--- config.mk ---
export PLATFORM = sky130hd
export DESIGN_NAME = lsu_mem_ctrl
export DESIGN_NICKNAME = d
export VERILOG_FILES = /design/src/rtl/lsu_mem_ctrl.sv
export SDC_FILE = /design/constraint.sdc
export NUM_CORES = 1
export LEC_CHECK = 0
export BUFFER_PORTS_ARGS = -buffer_cell sky130_fd_sc_hd__buf_2
export CAP_MARGIN = 20
export CORE_AREA = 5 5 109 111
export DETAILED_ROUTE_END_ITERATION = 8
export DIE_AREA = 0 0 114 116
export PLACE_DENSITY = 0.84
export SLEW_MARGIN = 10
export SYNTH_ARGS = -nofsm -noshare
export SYNTH_HDL_FRONTEND = slang
export SYNTH_SLANG_ARGS = --single-unit
--- constraint.sdc ---
create_clock -name i_clk -period 6.5 [get_ports i_clk]
set_clock_uncertainty 0.15 [all_clocks]
set_input_delay 0.325 -clock i_clk [delete_from_list [all_inputs] [get_ports i_clk]]
set_output_delay 0.325 -clock i_clk [all_outputs]
set_load 0.05 [all_outputs]
--- src/rtl/lsu_mem_ctrl.sv ---
// lsu_mem_ctrl: load/store unit memory controller.
// Accepts one request at a time from the ALU/decode stage, runs a single
// handshaked memory access, and returns a one-cycle response carrying the
// extended load data and an error code (misaligned or timeout).
module lsu_mem_ctrl #(
  parameter int TIMEOUT_CYC = 255
) (
  input  logic        i_clk,
  input  logic        i_reset,
  input  logic        i_req_valid,
  output logic        o_req_ready,
  input  logic [31:0] i_addr,
  input  logic [31:0] i_wdata,
  input  logic        i_we,
  input  logic [1:0]  i_size,
  input  logic        i_unsigned,
  output logic        o_mem_req,
  output logic [31:0] o_mem_addr,
  output logic        o_mem_we,
  output logic [3:0]  o_mem_be,
  output logic [31:0] o_mem_wdata,
  input  logic        i_mem_ack,
  input  logic [31:0] i_mem_rdata,
  output logic        o_rsp_valid,
  output logic [31:0] o_rsp_rdata,
  output logic [1:0]  o_rsp_err
);

  typedef enum logic [1:0] {IDLE, ACCESS, RESP} state_t;

  localparam logic [1:0] ERR_OK      = 2'b00;
  localparam logic [1:0] ERR_MISALGN = 2'b01;
  localparam logic [1:0] ERR_TIMEOUT = 2'b10;

  state_t      state, state_nxt;
  logic [7:0]  tmo_cnt;
  logic [1:0]  lane_q;
  logic [1:0]  size_q;
  logic        uns_q;
  logic        misaligned;
  logic        tmo_hit;
  logic [3:0]  be_nxt;
  logic [31:0] wdata_nxt;
  logic [7:0]  byte_sel;
  logic [15:0] half_sel;
  logic [31:0] load_ext;

  // Handshake and memory-request strobes are pure functions of the state.
  assign o_req_ready = (state == IDLE);
  assign o_mem_req   = (state == ACCESS);
  assign o_rsp_valid = (state == RESP);

  // Last waiting cycle before the timeout fires; an ack in this cycle still wins.
  assign tmo_hit = (tmo_cnt == 8'(TIMEOUT_CYC - 1));

  // Alignment check on the incoming request; size 11 is never legal.
  always_comb begin
    // NOTE: every always_comb output gets a default first so no path can infer a latch.
    misaligned = 1'b0;
    unique case (i_size)
      2'b00:   misaligned = 1'b0;
      2'b01:   misaligned = i_addr[0];
      2'b10:   misaligned = (i_addr[1:0] != 2'b00);
      default: misaligned = 1'b1;
    endcase
  end

  // Next-state logic for the request/access/response sequence.
  always_comb begin
    state_nxt = state;
    unique case (state)
      IDLE:    if (i_req_valid) state_nxt = misaligned ? RESP : ACCESS;
      ACCESS:  if (i_mem_ack || tmo_hit) state_nxt = RESP;
      RESP:    state_nxt = IDLE;
      default: state_nxt = IDLE;
    endcase
  end

  // State register.
  always_ff @(posedge i_clk or posedge i_reset) begin
    // NOTE: sequential state uses non-blocking assignments so all registers update together.
    if (i_reset) state <= IDLE;
    else         state <= state_nxt;
  end

  // Store lane steering: byte enables and replicated store data.
  always_comb begin
    be_nxt    = 4'b1111;
    wdata_nxt = i_wdata;
    unique case (i_size)
      2'b00: begin
        be_nxt    = 4'b0001 << i_addr[1:0];
        wdata_nxt = {4{i_wdata[7:0]}};
      end
      2'b01: begin
        be_nxt    = 4'b0011 << i_addr[1:0];
        wdata_nxt = {2{i_wdata[15:0]}};
      end
      default: ;
    endcase
  end

  // Load lane extraction and sign/zero extension from the registered request.
  always_comb begin
    unique case (lane_q)
      2'd0:    byte_sel = i_mem_rdata[7:0];
      2'd1:    byte_sel = i_mem_rdata[15:8];
      2'd2:    byte_sel = i_mem_rdata[23:16];
      default: byte_sel = i_mem_rdata[31:24];
    endcase
    half_sel = lane_q[1] ? i_mem_rdata[31:16] : i_mem_rdata[15:0];
    unique case (size_q)
      2'b00:   load_ext = {{24{~uns_q & byte_sel[7]}}, byte_sel};
      2'b01:   load_ext = {{16{~uns_q & half_sel[15]}}, half_sel};
      default: load_ext = i_mem_rdata;
    endcase
  end

  // Request capture, timeout counting and response formation.
  always_ff @(posedge i_clk or posedge i_reset) begin
    if (i_reset) begin
      tmo_cnt     <= '0;
      lane_q      <= '0;
      size_q      <= '0;
      uns_q       <= 1'b0;
      o_mem_addr  <= '0;
      o_mem_we    <= 1'b0;
      o_mem_be    <= '0;
      o_mem_wdata <= '0;
      o_rsp_rdata <= '0;
      o_rsp_err   <= ERR_OK;
    end else begin
      unique case (state)
        IDLE: begin
          if (i_req_valid) begin
            tmo_cnt     <= '0;
            o_rsp_rdata <= '0;
            if (misaligned) begin
              o_rsp_err <= ERR_MISALGN;
            end else begin
              o_rsp_err   <= ERR_OK;
              o_mem_addr  <= {i_addr[31:2], 2'b00};
              o_mem_we    <= i_we;
              o_mem_be    <= be_nxt;
              o_mem_wdata <= wdata_nxt;
              lane_q      <= i_addr[1:0];
              size_q      <= i_size;
              uns_q       <= i_unsigned;
            end
          end
        end
        ACCESS: begin
          if (i_mem_ack) begin
            o_rsp_err   <= ERR_OK;
            o_rsp_rdata <= o_mem_we ? 32'd0 : load_ext;
          end else if (tmo_hit) begin
            o_rsp_err   <= ERR_TIMEOUT;
            o_rsp_rdata <= 32'd0;
          end else begin
            tmo_cnt <= tmo_cnt + 8'd1;
          end
        end
        default: ;
      endcase
    end
  end

endmodule
; Word-level counts from Yosys, hierarchy flattened
; Index checks and enable logic that the tools add are counted.
[totals]
ff_bits = 116
input_bits = 104
output_inout_bits = 106
word_cells = 66
[op_classes]
add_sub_neg = 1
eq_ne = 13
shifts = 2
n_mux = 24
n_bitwise = 4
reduce_logical = 11
[ops]
columns = operator, n
row1 = $pmux W32 S2, 3
row2 = $mux W32, 4
row3 = $mux W8, 3
row4 = $pmux W8 S3, 1
row5 = $mux W16, 1
row6 = $pmux W8 S2, 1
row7 = $mux W2, 6
row8 = $add A8 B1 Y8 const B, 1
row9 = $eq A2 B1 Y1 const B, 4
row10 = $eq A8 B8 Y1 const B, 1
row11 = $logic_not A2 Y1, 4
row12 = $pmux W2 S2, 2
row13 = $pmux W4 S2, 1
row14 = $eq A2 B2 Y1 const B, 3
row15 = $ne A2 B2 Y1 const B, 3
row16 = $reduce_and A3 Y1, 2
row17 = $reduce_and A4 Y1, 1
row18 = $reduce_bool A2 Y1, 2
row19 = $shl A1 B2 Y4 const A, 1
row20 = $shl A2 B2 Y4 const A, 1
row21 = $ne A3 B1 Y1 const B, 1
row22 = $pmux W1 S3, 1
row23 = $and A1 B1 Y1, 2
row24 = $ne A2 B1 Y1 const B, 1
row25 = 4 further kinds, 5

; Longest topological paths before layout
; Gate-level depths: netlist of run 1.
[logic_depth]
word_depth = 7
ltp_mapped = 7
mapped_depth_nobuf = 6

; Worst setup path before layout of run 1
; No wires, ideal clock.
[synth_path]
path_type = reg-to-reg
start = reg state[0]
end = reg o_mem_addr[2]
setup_ps = 125
t_arrival_ps = 2293
setup_slack_ps = 3932
stages_incl_launch_ff = 8
path_buffers = 3
synth_period_minus_slack_ps = 2568
path_cell_list = dfrtp_1 -> buf_4 -> nor2_1 -> nand2_2 -> nor2_4 -> buf_6 -> buf_4 -> mux2_2
[synth_between]
elab_chain_len = 2
[synth_rtl]
columns = element, line_no
row1 = "start, declared", 35  ; state_t state, state_nxt;
row2 = "start signal, assigned", 83  ; else state <= state_nxt;
row3 = $logic_not A2 Y1, --
row4 = via o_req_ready, 11  ; output logic o_req_ready,
row5 = $reduce_and A3 Y1 (no source line), --
row6 = "end signal, assigned", 142  ; o_mem_addr <= {i_addr[31:2], 2'b00};
row7 = "end, declared", 18  ; output logic [31:0] o_mem_addr,
; The timed path passes the listed nets, and every way through them passes these cells.
; A chain may end at the register's enable or synchronous reset.

; Worst setup path after layout of run 1
[layout_path]
start = reg tmo_cnt[0]
end = reg o_rsp_rdata[19]
[layout_between]
elab_chain_len = 3
[layout_rtl]
columns = element, line_no
row1 = "start, declared", 36  ; logic [7:0] tmo_cnt;
row2 = "start signal, assigned", 160  ; tmo_cnt <= tmo_cnt + 8'd1;
row3 = $eq A8 B8 Y1, 54  ; assign tmo_hit = (tmo_cnt == 8'(TIMEOUT_CYC - 1));
row4 = $ne A3 B1 Y1 (no source line), --
row5 = $reduce_and A3 Y1 (no source line), --
row6 = "end signal, assigned", 155  ; o_rsp_rdata <= o_mem_we ? 32'd0 : load_ext;
row7 = "end, declared", 25  ; output logic [31:0] o_rsp_rdata,
; Every way passes these cells.

==> results of run 1 <==
-- per-layer routing --
layer	global-route usage	routed length, um	vias to the layer above
met3	0.0956	1680	29
met4	0.0728	271	0
met1	0.312	6560	2387
met2	0.432	8350	263
met5	0	0	-
li1	-	-	2222
-- layout by cell type (no fill, tap or decap), types with 4 or more instances in the layout --
cell and count:
buf_2 207, dfrtp_1 116, mux2_2 86, dlygate4sd3_1 67
nand2_1 33, o21ai_0 23, nor2_1 20, a21oi_1 17
mux2i_1 16, clkbuf_16 16, a221o_1 15, a221o_2 10
inv_1 9, nand2b_1 7, o2bb2ai_1 7, nand3b_1 7
a311o_1 6, clkbuf_8 5, nand3_1 4, a22o_1 4
nor2b_1 4, nor3_1 4, bufinv_16 4
-- final timing paths --
kind	startpoint	cells past startpoint	to	slack [ns]
worst max-delay path	tmo_cnt[0]$_DFFE_PP0P_	7	o_rsp_rdata[19]$_DFFE_PP0P_	4.01
worst min-delay path	i_wdata[23]	3	o_mem_wdata[23]$_DFFE_PP0P_	0.03
worst max register to register	tmo_cnt[0]$_DFFE_PP0P_	7	o_rsp_rdata[19]$_DFFE_PP0P_	4.01
worst min register to register	o_rsp_rdata[3]$_DFFE_PP0P_	1	o_rsp_rdata[3]$_DFFE_PP0P_	0.34
max in group asynchronous	i_reset	4	tmo_cnt[3]$_DFFE_PP0P_	4.57
min in group asynchronous	i_reset	3	o_mem_addr[11]$_DFFE_PP0P_	0.30
-- area by class of cell --
| type | instances | area share |
|---|---|---|
| flip-flops and latches | 116 | 0.365 |
| multi-input cells | 302 | 0.310 |
| repair buffers | 277 | 0.219 |
| clock buffers | 24 | 0.0605 |
| well taps | 140 | 0.0220 |
| clock inverters | 8 | 0.0184 |
| inverters | 10 | 0.00504 |
-- flip-flops by register name, indices dropped and copies added (netlist names), 2 cells and up --
| signal | flops |
|---|---|
| lane_q | 2 |
| o_mem_addr | 30 |
| o_mem_be | 4 |
| o_mem_wdata | 32 |
| o_rsp_err | 2 |
| o_rsp_rdata | 32 |
| size_q | 2 |
| state | 2 |
| tmo_cnt | 8 |
-- tightest hold or removal path, stage by stage --
cell	delay, ns
buf_2	0.07
mux2_2	0.13
mux2_2	0.13
-- report_power, final --
part	internal (uW)	switching [uW]	total (uW)
Sequential	968	208	1180
Combinational	488	1240	1720
Clock	663	317	980
Total	2120	1760	3880
-- stage by stage --
stage,setup slack (ns),total power (uW),area (um^2),std cells,utilization
after floorplan,2.95,2430,5600,462,-
after global placement,3.69,2800,6640,777,0.620
after detailed placement,3.59,2840,6640,777,0.620
after CTS,3.56,3870,7930,876,0.742
after global routing,3.86,4040,7950,877,0.743
final,4.01,3880,7950,877,0.743
-- logic make-up (layout without fill, tap and decap cells) --
family | after synthesis | in the layout
other cells | 1 | 2
fa+ha+maj | 2 | 2
flops | 116 | 116
mux | 103 | 103
simple gates | 95 | 95
compound gates | 96 | 96
buf+inv | 44 | 319
xor+xnor | 4 | 4
-- timing repair --
action	4_1_cts	5_1_grt
buffers inserted	0	0
gates resized for setup	0	0
hold buffers	67	0
hold endpoints to repair	113	0
==> results.cfg, run 1 <==
[yosys]
synth_area_um2 = 5590
ys_warn_count = 0
synth.avg_cell_area_um2 = 12.1
ys.flop_type = dfrtp_1
syn_inst = 461
synth.area.top_cells = dfrtp_1 52%, mux2_2 17%, mux2i_1 2.9%
synth.area.mux_share = 0.204
async_flop_share = 1.00
synthMostInstantiatedCell = dfrtp_1
yosysSeqAreaShare = 0.519
synth-simple-area-share = 0.0890
synth-xor-area-share = 0.00626
synthAdderAreaFrac = 0.00447
synth_compound_area_frac = 0.135
ys_seq_elements = 116
yosys.area.top_type_share = 0.519
synth_top_family_by_area = multiplexers
synth_common_cells = 116 x dfrtp_1, 86 x mux2_2, 33 x nand2_1
synth_cell_types = 52
yosysTopAreaCell = dfrtp_1
synth_edf_count = 0

[floorplanning]
pin_count = 210
die_x_um = 114
start_util = 0.523
rows = 38
core_um2 = 10700
die_h_um = 116
dieArea_um2 = 13200

[run_status]
outcome = completed

[worst_setup_path]
endpoint_kind = register
cp_num_buf_inv = 2
cp-start-kind = register
arrival_ns = 2.74
crit_fanout = 28
crit_slowest_cell = dfrtp_1
path_delay_family = compound AO/OA/AOI/OAI gates
cp_cell_sequence = inv_1, ha_1, nand3_1, o21ai_2, nand2_1, buf_8, a221o_2
required_ns = 6.74
cp_slowest_stage_delay_ns = 0.44
critPathKind = register to register

[clock_tree]
clk_latency_ns = 0.51
root_buffer = clkbuf_8
clock_path_buffers = 2
tritoncts = done
cts_max_level = 4
clk_pin_slew_worst_paths_ns = 0.06
numCtsBuffers = 17
cts.sinks = 116

[grt]
grt_start_max_net_pins = 70
grt_pass1_vias = 5113
grt_pass1_wl_mm = 26.8
antenna_found_initial = 0
grtUsageTotal = 0.257
grt.overflow.total = 0

[final_layout]
layout.nets = 830
n_fill_cell = 673
multi_input_comb_area_um2 = 2470
seq_area_um2 = 2900
drive_gt1_frac = 0.471
area_growth_syn_to_layout_pct = 42.1
diodes = 0

[timing]
hold_violations = 0
setup_viol = 0
min_period_over_period = 0.384
fin_tns_setup_ns = 0
fmax_mhz = 401
fin_crit_ns = 2.49
grt_setup_unrepaired = false
timing.hold.ws_ns = 0.0322
max_slew.worst_pin.slew_ns = 0.952
slew_headroom = 0.363
drv_slew = 0

[route]
drc = 0
via_count = 4901
first_pass_iters = 5
ant_nets = 0
vias_per_cell = 5.59
wire_per_inst_um = 19.2
drtIter0Drc = 358
wl_mm = 16.9

[place]
dp_hpwl_mm = 10.9
gp_congestion = 0.871
io_buffers = 207

[pwr]
p_leak_uw = 0.00382
ir_drop_v = 0.000392
powerDensity_nw_per_um2 = 488

[hold_path]
hp-class = input pin to register

[job]
max-cap-violations = 0
Power figures use the tool's default switching activity.
==> run 2, diff against run 1 <==
- CORE_AREA: 5 5 109 111 -> 5 5 112 114
- DIE_AREA: 0 0 114 116 -> 0 0 117 119
- PLACE_DENSITY: 0.84 -> 0.8
- clock period: 6.5 -> 2.6 ns (I/O delays scaled with it)
==> results.cfg, run 2 (same netlist as run 1, synthesis figures left out) <==
[final_layout]
layout_common_cells = 207 x buf_2, 116 x dfrtp_1, 92 x dlygate4sd3_1
area_growth_syn_to_layout_pct = 47.7
diodes = 0
drive_gt1_frac = 0.466
layout.nets = 864
layout_commonest_cell = buf_2
reg.largest.list = o_mem_wdata (32), o_rsp_rdata (32), o_mem_addr (30)

[grt]
antenna_found_initial = 0
grt_pass1_wl_mm = 27.4
grt.overflow.total = 0
grt_start_max_net_pins = 117
grtUsageTotal = 0.251
grt_pass1_vias = 5371

[pwr]
ir_drop_v = 0.00100
p_sw_uw = 4440
power_uw = 9630
p_leak_uw = 0.00394
powerDensity_nw_per_um2 = 1170
comb_power_share = 0.459
power.share.clock = 0.241
p_int_uw = 5180
seqPwrFrac = 0.299
swShare = 0.462

[clock_tree]
clk_latency_ns = 0.41
clk_pin_slew_worst_paths_ns = 0.05
cts_max_level = 4
tritoncts = done
root_buffer = clkbuf_16
numCtsBuffers = 17
clock_path_buffers = 2
cts-resized-gates = 0
cts.sinks = 116

[worst_setup_path]
cp_num_buf_inv = 0
timing.rr.end = o_rsp_rdata[22]$_DFFE_PP0P_
required_ns = 2.80
reg2reg_from = size_q[0]$_DFFE_PP0P_
worst-r2r-cell-count = 4
arrival_ns = 2.44
cp_cell_sequence = nor3_1, nand2_1, a2111oi_4, a221o_2
critPathKind = register to register
cp_slowest_stage_delay_ns = 0.88
endpoint_kind = register
crit_fanout = 16
r2r_setup_slack_ns = 0.36
cp-start-kind = register
crit_slowest_cell = a2111oi_4
path_delay_family = compound AO/OA/AOI/OAI gates

[route]
wl_mm = 17.2
drtIter0Drc = 360
vias_per_cell = 5.50
ant_nets = 0
via_count = 5025
drc = 0
wire_per_inst_um = 18.8
first_pass_iters = 4

[place]
io_buffers = 207
gp_congestion = 0.867
dp_hpwl_mm = 10.8

[floorplanning]
die_h_um = 119
die_x_um = 117
dieArea_um2 = 13900
core_um2 = 11300
pin_count = 210
start_util = 0.494
rows = 39

[timing]
setup_viol = 0
fmax_mhz = 446
drv_slew = 0
hold_violations = 0
grt_setup_unrepaired = false
max_slew.worst_pin.slew_ns = 0.995
timing.hold.ws_ns = 0.0155
fin_tns_setup_ns = 0
fin_crit_ns = 2.24
min_period_over_period = 0.862
slew_headroom = 0.337

[hold_path]
holdPathEnd = tmo_cnt[7]$_DFFE_PP0P_
hp-class = input pin to register
min_from = i_mem_ack
whs_path_depth = 4

[job]
max-cap-violations = 0

[run_status]
outcome = completed
-- run 2: cell count changes in the layout (fill, tap and decap cells not counted), sizes merged --
cell and delta:
clkbuf -4, inv -1, dlygate4sd3 +25, bufinv -2, clkinvlp +5, clkinv +2, buf +9
-- run 2: layer usage --
| layer | GRT usage | wire length, um |
|---|---|---|
| met1 | 0.304 | 6800 |
| met2 | 0.415 | 8440 |
| met3 | 0.0771 | 1450 |
| met4 | 0.0989 | 499 |
| met5 | 0 | 0 |
-- run 2: worst register-to-register path: cells and delay by family (launching register included) --
family             cells  cell delay (ns)
AOI/OAI and AO/OA      2             1.14
DFF                    1             0.53
and+or+nand+nor        2             0.37
-- run 2: repair_timing --
item                                   in CTS  in global routing
hold buffers                               92                  0
endpoints found under the hold margin     207                  0
setup buffers                               0                  0
-- run 2: cell type report --
cell class,instances,area (um^2)
clock buffer,20,467
fill,733,3060
clock inverter,12,130
inverter,10,41.3
multi-input combinational,302,2470
sequential,116,2900
tap,143,179
timing repair buffer,311,2070
-- run 2: power groups by stage --
| stage | clock [uW] | sequential [uW] | combinational [uW] |
|---|---|---|---|
| after floorplan | 0 | 4780 | 1310 |
| after global placement | 0 | 2830 | 4220 |
| after detailed placement | 0 | 2870 | 4280 |
| after CTS | 2350 | 2860 | 4400 |
| after global routing | 2440 | 2970 | 4630 |
| final | 2320 | 2880 | 4420 |
-- run 2: per-stage QoR --
step / instance area [um^2] / util / cells / setup slack (ns)
4_1_cts: 8250 / 0.729 / 913 / 0.285
5_1_grt: 8260 / 0.729 / 914 / 0.242
2_1_floorplan: 5600 / - / 462 / 0.0319
3_3_place_gp: 6730 / 0.595 / 789 / 0.502
3_5_place_dp: 6730 / 0.595 / 789 / 0.288
6_report: 8260 / 0.729 / 914 / 0.358
-- run 2: how the worst max path moves through the flow --
stage / start / end / slack [ns] / cells after the start
after CTS: state[0]$_DFFE_PP0P_ / o_rsp_rdata[24]$_DFFE_PP0P_ / 0.29 / 4
after global placement: size_q[0]$_DFFE_PP0P_ / o_rsp_rdata[18]$_DFFE_PP0P_ / 0.50 / 4
after detailed placement: state[0]$_DFFE_PP0P_ / o_rsp_rdata[22]$_DFFE_PP0P_ / 0.29 / 4
after floorplan: state[0]$_DFFE_PP0P_ / o_mem_addr[2]$_DFFE_PP0P_ / 0.03 / 7
final: size_q[0]$_DFFE_PP0P_ / o_rsp_rdata[22]$_DFFE_PP0P_ / 0.36 / 4
after global routing: size_q[0]$_DFFE_PP0P_ / o_rsp_rdata[22]$_DFFE_PP0P_ / 0.24 / 4
